## config.mk

```make
export PLATFORM = sky130hd
export DESIGN_NAME = fifo_collect
export DESIGN_NICKNAME = d
export VERILOG_FILES = /design/src/rtl/fifo_collect_pkg.sv /design/src/rtl/fifo_collect.sv
export SDC_FILE = /design/constraint.sdc
export NUM_CORES = 1
export LEC_CHECK = 0
export CAP_MARGIN = 5
export CORE_MARGIN = 8
export CORE_UTILIZATION = 42
export CTS_CLUSTER_SIZE = 40
export DETAILED_ROUTE_END_ITERATION = 8
export PLACE_DENSITY = 0.87
export SYNTH_ARGS = -nofsm -noshare
export SYNTH_HDL_FRONTEND = slang
export SYNTH_SLANG_ARGS = --single-unit
```

## constraint.sdc

```tcl
create_clock -name clk -period 1.7 [get_ports clk]
set_input_delay 0.51 -clock clk [delete_from_list [all_inputs] [get_ports clk]]
set_output_delay 0.51 -clock clk [all_outputs]
set_load 0.05 [all_outputs]
```

## src/rtl/fifo_collect_pkg.sv

```systemverilog
`default_nettype none
// ============================================================================
// Module  : fifo_collect_pkg
// Purpose : Shared types and helpers for the fifo_collect serial-to-parallel
//           collector (state encoding, counter width helper).
// Ports   : none (package)
// Revision: 1.0 - initial release
// ============================================================================
package fifo_collect_pkg;

  // FILL: assembling a vector; FULL: complete vector held for the consumer.
  typedef enum logic {
    FILL = 1'b0,
    FULL = 1'b1
  } collect_state_t;

  // Width needed to represent 0..depth inclusive.
  function automatic int cnt_width(input int depth);
    return $clog2(depth + 1);
  endfunction

endpackage : fifo_collect_pkg
`default_nettype wire

```

## src/rtl/fifo_collect.sv

```systemverilog
`default_nettype none
// ============================================================================
// Module  : fifo_collect
// Purpose : Collects DEPTH signed BITS-wide words, one per valid/ready
//           handshake, into a parallel vector. The first accepted word lands
//           in q[0]. A full vector can be handed off in the same cycle as the
//           first word of the next vector is accepted.
// Ports   : clk, rst        - clock, synchronous active-high reset
//           flush           - close a partial vector (FIFO_COLLECT_FLUSH_EN only)
//           in_valid/in_ready/in_data - input word handshake
//           q               - assembled vector, q[0] oldest
//           out_valid/out_ready       - output vector handshake
//           count           - words held in the current vector
// Config  : define FIFO_COLLECT_FLUSH_EN to add the flush port and logic.
// Revision: 1.0 - initial release
// ============================================================================
module fifo_collect
  import fifo_collect_pkg::*;
#(
  parameter int DEPTH = 8,
  parameter int BITS  = 8
) (
  input  logic                                clk,
  input  logic                                rst,
`ifdef FIFO_COLLECT_FLUSH_EN
  input  logic                                flush,
`endif
  input  logic                                in_valid,
  input  logic signed [BITS-1:0]              in_data,
  output logic                                in_ready,
  output logic signed [BITS-1:0]              q [DEPTH],
  output logic                                out_valid,
  input  logic                                out_ready,
  output logic [cnt_width(DEPTH)-1:0]         count
);

  localparam int CW = cnt_width(DEPTH);

  collect_state_t r_state;
  collect_state_t w_state_nxt;
  logic [CW-1:0]  r_count;
  logic [CW-1:0]  w_count_nxt;
  logic [CW-1:0]  w_wr_idx;
  logic           w_wr;
  logic           w_clear;
  logic           w_accept;
  logic           w_handoff;
  logic           w_close;

  // In FULL the upstream may only push when the consumer is draining this
  // cycle, which lets the next vector's first word slip in with no bubble.
  assign in_ready  = rst ? 1'b0 : ((r_state == FILL) ? 1'b1 : out_ready);
  assign out_valid = (r_state == FULL);
  assign count     = r_count;

  assign w_accept  = in_valid && in_ready;
  assign w_handoff = out_valid && out_ready;

`ifdef FIFO_COLLECT_FLUSH_EN
  // A flush closes the vector only if it holds (or is about to hold) a word.
  assign w_close = flush && ((r_count != '0) || w_accept);
`else
  assign w_close = 1'b0;
`endif

  always_comb begin
    w_state_nxt = r_state;
    w_count_nxt = r_count;
    w_wr        = 1'b0;
    w_wr_idx    = r_count;
    w_clear     = 1'b0;
    case (r_state)
      FILL: begin
        if (w_accept) begin
          w_wr        = 1'b1;
          w_count_nxt = r_count + CW'(1);
          if (r_count == CW'(DEPTH - 1)) begin
            w_state_nxt = FULL;
          end
        end
        if (w_close) begin
          w_state_nxt = FULL;
        end
      end
      FULL: begin
        if (w_handoff) begin
          w_state_nxt = FILL;
          w_clear     = 1'b1;
          if (w_accept) begin
            w_wr        = 1'b1;
            w_wr_idx    = '0;
            w_count_nxt = CW'(1);
          end else begin
            w_count_nxt = '0;
          end
        end
      end
      default: begin
        w_state_nxt = FILL;
      end
    endcase
  end

  always_ff @(posedge clk) begin
    if (rst) begin
      r_state <= FILL;
      r_count <= '0;
      for (int i = 0; i < DEPTH; i++) begin
        q[i] <= '0;
      end
    end else begin
      r_state <= w_state_nxt;
      r_count <= w_count_nxt;
      // Clearing on handoff keeps unwritten entries at zero, never stale.
      for (int i = 0; i < DEPTH; i++) begin
        if (w_wr && (w_wr_idx == CW'(i))) begin
          q[i] <= in_data;
        end else if (w_clear) begin
          q[i] <= '0;
        end
      end
    end
  end

endmodule : fifo_collect
`default_nettype wire

```

==> results of run 1 <==
-- how the worst min path moves through the flow --
stage / startpoint / to / cells after the start
2_1_floorplan: in_data[0] / q[56] / 1
3_3_place_gp: q[5] / q[5] / 2
3_5_place_dp: q[21] / q[21] / 2
4_1_cts: q[21] / q[21] / 2
5_1_grt: q[16] / q[16] / 2
6_report: q[21] / q[21] / 2
-- final cells by class --
| cell class | instances | area [um2] | share of cell area (%) |
|---|---|---|---|
| timing repair buffer | 113 | 1910 | 39.4 |
| sequential | 69 | 1390 | 28.7 |
| multi-input combinational | 166 | 1210 | 24.9 |
| clock buffer | 9 | 124 | 2.55 |
| clock inverter | 6 | 110 | 2.27 |
| tap | 77 | 96.3 | 1.99 |
| inverter | 2 | 7.51 | 0.155 |
-- layer usage --
metal	routed length (um)	track usage, %
met5	0	0
met4	203	9.99
met3	637	7.40
met2	4370	34.2
met1	3340	20.7
-- stage by stage --
stage	instances	utilization (%)
finish	442	77.7
global route	442	77.7
floorplan	253	-
detailed placement	424	73.4
global placement	424	73.4
CTS	439	77.4
-- kinds of logic after synthesis --
kind of cell	after synthesis
buf+inv	18
mux	56
simple gates	89
fa+ha+maj	1
compound gates	20
flops	69
-- registers in the layout (all words and copies together), names as in the netlist --
signal	count
q	64
count	4
out_valid	1
-- power by group through the flow --
stage	registers [mW]	logic (mW)	clock network, mW
after global placement	1.70	0.472	0
after detailed placement	1.71	0.484	0
final	1.67	0.485	1.61
after global routing	1.67	0.506	1.72
after CTS	1.67	0.486	1.64
after floorplan	1.79	0.135	0
-- cell usage in the layout (no fill, tap or decap), drive strengths merged --
master	n
o21ai	1
nand3	1
buf	102
and3b	1
ha	1
a22o	8
nor4	1
nor2	7
or4	1
nand4	2
o41ai	1
o31a	1
mux2i	56
o211a	1
a211oi	1
and4b	1
a311o	1
clkbuf	9
dfxtp	69
dlygate4sd2	3
clkinv	2
nor3b	1
clkdlybuf4s50	8
inv	3
bufinv	3
o21bai	1
nand4b	5
nand2	66
nor2b	3
a21oi	5
-- repair_timing --
action	4_1_cts	5_1_grt
pin swaps	0	1
buffers inserted	0	3
hold buffers	0	0
setup endpoints to repair	31	1
gates resized for setup	7	0
-- critical path, delay by kind of cell --
kind	cells	cell delay (ns)
buf+inv	3	0.55
simple gates	1	0.10
==> results.txt, run 1 <==
The flow ran to the end, and the final reports show no timing, DRC or antenna violations. On the final layout, the worst hold slack is 0.495 ns. During synthesis, Yosys emitted a total of 0 warnings.

The first global-routing pass estimated 13200 um of wire. The number of cell rows is 29. The width of the chip came out at 95.5 um. The number of buffers added by the clock tree synthesis step is 9. The global routing usage summed across all routing layers is 19.8%.

The fraction of the mapped netlist area in simple logic gates came out at 15.6%. Summed over all instances, the cell type with the most area after synthesis is sky130_fd_sc_hd__dfxtp_1. The startpoint identified for the worst register-to-register timing path is count[0]. By area the synthesized netlist is led by sky130_fd_sc_hd__dfxtp_1, sky130_fd_sc_hd__mux2i_1, sky130_fd_sc_hd__nand2_1. The cell that appears most often on the critical path is sky130_fd_sc_hd__buf_12.

The final layout net count is 374. The longest clock path from root to sink contains 2 buffers. The number of pins exceeding their max-slew limit in the final report came to 0. The async set-reset flop share out of synthesis is 0%. The minimum clock period after layout came out at 1.67 ns. Using the TritonRoute via totals, the vias-per-cell ratio works out to 5.20.

The sequential cell area fraction in the yosys report is 52.0%. The H-tree was split into 3 levels. The worst clock skew came out at 0.00851 ns. The clock latency on the worst-skew pair came out at 0.36 ns. The area added between synthesis and finish came out at 82.7%. The region available for standard cell placement spans 6240 um2. The fraction of power spent switching nets is 24.4%. The final-report hold violation count is 0. The setup TNS is 0 ns. TritonCTS built the clock tree. The net switching power figure came out at 920 uW. The worst-case setup margin in the final layout came out at 0.0271 ns.

For this design, the slowest cell found on the critical path is sky130_fd_sc_hd__dlygate4sd2_1. The congestion estimate from routability-driven global placement came to 0.868. The power share of the combinational group came out at 12.9%. The die outline height is 95.5 um.

The power share of the sequential group is 44.3%. The most frequent cell after synthesis is sky130_fd_sc_hd__dfxtp_1. The final standard cell area without fillers came out at 4850 um2. For the worst setup path, the data arrival time is 1.16 ns. Counting flops with a built-in enable in the synthesized netlist gives 0. Headroom to the max-slew limit came out at 75.5%. Setup violations remaining at the end of the flow were counted as 0. The net count after synthesis came out at 266.

In this run the power density over the cells is 775 nW/um2. Timing would allow up to 598 MHz. The via count of the first global-routing pass was 2489. Walking the worst path, the cells encountered are dlygate4sd2_1 > buf_12 > nor2_4 > buf_12. The share of synthesized area spent on multiplexers came out at 21.1%. The post-route clock period utilization is 98.4%. The number of antenna diodes in the final layout is 0.

Cell internal power was estimated by the tool at 2.84 mW. The cell area after synthesis came out at 2660 um2. The pre-CTS setup slack came out at -0.438 ns. The worst setup path is of the input pin to output pin kind. The count of port buffers added during placement came out at 81.

In this run the static leakage power is 2.21 nW. The share of the synthesized area in compound gates (AO/OA/AOI/OAI) came out at 6.88%. The xor and xnor area share after synthesis is 0%. The number of library cell types mapped by synthesis is 32. The half-perimeter wire length after detailed placement is 6040 um. The final layout contains routed wiring with a total length of 8550 um. The worst reg-to-reg setup slack is 0.12 ns. The number of max-capacitance violations reported is 0.

The die area is 9120 um2. The count of pins on the block boundary came out at 82. The average size of a mapped cell is 10.5 um2. The dominant combinational cell family by area after synthesis is multiplexers. The number of antenna violations at the first check in global routing is 0. On the worst path, the slowest cell contributes a delay of 0.26 ns.

In this run the cell area measured after placement is 4580 um2. The number of antenna-violating nets in the routed design came out at 0. The total via count in the routed design came out at 2300. The largest net degree at the start of global routing is 34. At the pin with the least slew margin, the transition time is 0.367 ns. Of the total synthesized cell area, the portion taken by full adders, half adders and majority gates is 0.471%. The worst setup path is launched from an input pin. After clock tree synthesis, the clock-pin slew on the worst setup and hold paths is 0.07 ns. The post-route netlist has 37.8% of its cells at a drive strength greater than 1. The clock root buffer is sky130_fd_sc_hd__clkbuf_8. For the worst setup path, the data required time is 1.19 ns. IR analysis of the VDD net gives a maximum drop of 568 uV. The final-layout fill cell count is 342. In this run the critical register-to-register path is captured at q[57]. Setup repair after global routing left no endpoint under its margin.

The leading register cell type out of synthesis is sky130_fd_sc_hd__dfxtp_1. In this run the biggest area consumer among cell types represents 52.0% of the synthesized area. The endpoint of the most critical setup path is in_ready. The maximum fanout encountered on the critical timing path is 11.

CTS saw 69 sinks. In the routed design, unresolved DRC markers number 0. The worst hold path belongs to the class flip-flop to flip-flop. The part of the power in the clock network came out at 42.8%. Tracing the worst setup path back leads to its startpoint at rst. Synthesis inferred 69 register bits.

The nature of the critical path endpoint is an output pin. The average routed wire per standard cell came out at 19.3 um. The cell depth of the worst flop-to-flop path is 3.

Synthesis produced 253 cells. The initial detailed-routing violation count came out at 132. The pre-antenna-repair detailed-routing pass consisted of 4 iterations. After global routing the overflow that remains totals 0. Sorting the synthesized cells by how often they occur yields sky130_fd_sc_hd__dfxtp_1, sky130_fd_sc_hd__nand2_1, sky130_fd_sc_hd__mux2i_1. The completed layout was analyzed and its total power is 3.76 mW.

The initial utilization of the core area, before any placement, comes to 42.5%.
(Power assumes the default switching activity.)
==> inputs of run 2 (changes only) <==
- CORE_ASPECT_RATIO: not set -> 0.6
- CTS_CLUSTER_SIZE: 40 -> 24
==> results.txt, run 2 (synthesized netlist as in run 1, its figures left out) <==
The power after layout is 3.48 mW. Once detailed placement completed, the half-perimeter wirelength came to 6570 um. The worst setup path is launched from a flip-flop. The number of pins exceeding their max-slew limit in the final report is 0.

The via count of the first global-routing pass is 2603. The required time at the worst-slack endpoint came out at 1.19 ns. The overall routed net length came out at 9520 um.

The nature of the critical path endpoint is an output pin. The number of max-capacitance violations reported came out at 0. The final-report hold violation count came out at 0. Counting every sink on the clock net gives 69. The vias per cell is 5.28.

Summing all non-filler instances in the final layout gives an area of 4820 um2. The number of buffers added by the clock tree synthesis step is 9. The net switching power figure came out at 915 uW.

The remaining max-slew budget at the tightest pin came out at 73.3%. The areal power density over the cells came out at 722 nW/um2. 82 I/O pins were placed.

The cell depth of the worst flop-to-flop path is 3. Counting the fill cells in the layout gives 364. Dividing the detail-routed wire length by the instance count gives 21.0 um. The die outline height is 77.6 um.

The detailed router placed 2394 vias in this run. The worst stage delay on the critical path came out at 0.41 ns. The power share of the combinational group came out at 14.4%.

The critical path starts at out_valid. In the layout the commonest cells are sky130_fd_sc_hd__buf_12, sky130_fd_sc_hd__nand2_1, sky130_fd_sc_hd__dfxtp_1, sky130_fd_sc_hd__mux2i_1, sky130_fd_sc_hd__buf_4. The flip-flop count of the largest register after layout is 64.

The placed cell area is 4560 um2. The clock root buffer is sky130_fd_sc_hd__clkbuf_8. The proportion of layout cells with a drive suffix above 1 is 38.5%. The worst hold path belongs to the class flip-flop to flip-flop. In this run the remaining antenna-violating nets after routing total 0.

Adding up every negative setup slack in the final design gives 0 ns. The region available for standard cell placement spans 6110 um2. The initial core utilization is 43.4%. The number of hold buffers added after cts came out at 0. The worst hold-check slack is 0.506 ns. The met1 track demand over resource is 22.0%.

The power share of the sequential group came out at 48.0%. For met3 alone, demand over resource in global routing was 10.8%. The fraction of power spent switching nets is 26.3%.

The count of port buffers added during placement is 81. For the pin with the worst max-slew slack, the measured transition is 0.400 ns. The clock period could shrink to 1.68 ns. Among cell families on the critical path, the largest total delay comes from flip-flops. The final weighted congestion of routability-driven global placement came out at 0.838. The clock latency on the worst-skew pair came out at 0.35 ns.

The final layout net count came out at 378. The global-route wire length before repair is 14400 um. The longest clock path from root to sink contains 2 buffers. The width of the chip came out at 119 um. The leakage power summed over all cells is 2.20 nW.

Derived from the worst setup path, the maximum achievable clock frequency is 597 MHz. The startpoint identified for the worst hold timing path is q[26]. The critical path runs through a total of 3 cells. The most congested layer reported by global routing is met2.

The largest net degree at the start of global routing is 33. In this run the number of H-tree levels came out at 3. The area added between synthesis and finish came out at 81.4%. The number of cell rows is 22. After layout, the worst setup slack is 0.0239 ns.

The count of buffering cells on the critical path with inverters included came out at 1. The worst setup path is of the flip-flop to output pin kind. Leaving out filler cells and counting taps, the final layout contains 453.

Of all nets on the critical path, the largest fanout is 8. For the worst setup path, the data arrival time is 1.17 ns. The launch point of the worst reg-to-reg path is count[0]. The flow ran to the end, and the final reports show no timing, DRC or antenna violations. The sequential cell area is 1390 um2.

The worst path uses 98.6% of the clock period. Setup violations remaining at the end of the flow were counted as 0. The global routing usage summed across all routing layers is 20.0%. The global route total overflow is 0.

Leaving out fill and tap cells, the most frequent cell in the layout is sky130_fd_sc_hd__buf_12. The internal portion of total power came out at 2.56 mW. The multi-input logic area came out at 1210 um2.

The count of inserted antenna diode cells came out at 0. The signal on the critical path passes through nor2b_4 > nor2_4 > buf_12. The number of detailed-routing iterations run before antenna repair is 4. The share of the core filled with cells came out at 78.8%. The number of antenna violations at the first check in global routing is 0. Across the VDD grid, the largest voltage drop is 651 uV. The pre-CTS setup slack is -0.459 ns.

The met2 demand-to-capacity share in global routing came out at 32.8%. The initial detailed-routing violation count is 137. The die area came out at 9210 um2. After detailed routing, the number of remaining DRC violations is 0. The cell count of the worst hold path came out at 2.

Clock-pin slew was measured on the worst setup and hold paths at 0.07 ns. The cell at the slowest stage of the critical path is sky130_fd_sc_hd__dfxtp_4. The part of the power in the clock network is 37.6%. Ranked by flip-flop count, first place goes to q. TritonCTS built the clock tree. The worst clock skew came out at 0.00382 ns.

The number of instances in the placed design is 432.
-- run 2: cell type report --
type,count,share of cell area [%]
repair buffers,117,39.6
flip-flops and latches,69,28.9
multi-input cells,166,25.1
clock buffers,12,3.66
well taps,84,2.18
clock inverters,3,0.364
inverters,2,0.156
-- run 2: power by group through the flow --
stage | clock network [mW] | logic (mW) | registers [mW]
after detailed placement | 0 | 0.487 | 1.71
after CTS | 1.32 | 0.494 | 1.67
after global routing | 1.39 | 0.516 | 1.67
after global placement | 0 | 0.471 | 1.70
final | 1.31 | 0.502 | 1.67
after floorplan | 0 | 0.135 | 1.79
-- run 2: metal layers --
metal | part of all wire [%] | up-vias
met4 | 2.0 | 0
met5 | 0 | -
met3 | 10 | 16
met1 | 41 | 1157
li1 | - | 1090
met2 | 47 | 131
-- run 2: final timing paths --
check | to | slack [ns]
setup / recovery | in_ready | 0.02
setup reg to reg | q[62] | 0.11
hold / removal | q[26] | 0.51
hold reg to reg | q[26] | 0.51
-- run 2: repair_timing --
item | 4_1_cts | 5_1_grt
setup endpoints to repair | 49 | 1
resized for setup | 8 | 0
buffers inserted | 2 | 4
pin swaps | 1 | 0
-- run 2: worst reg2reg max path, delay by kind of cell, from the launching register on --
| family | cells | cell delay (ns) |
|---|---|---|
| compound gates | 2 | 0.58 |
| flops | 1 | 0.34 |
| simple gates | 1 | 0.57 |
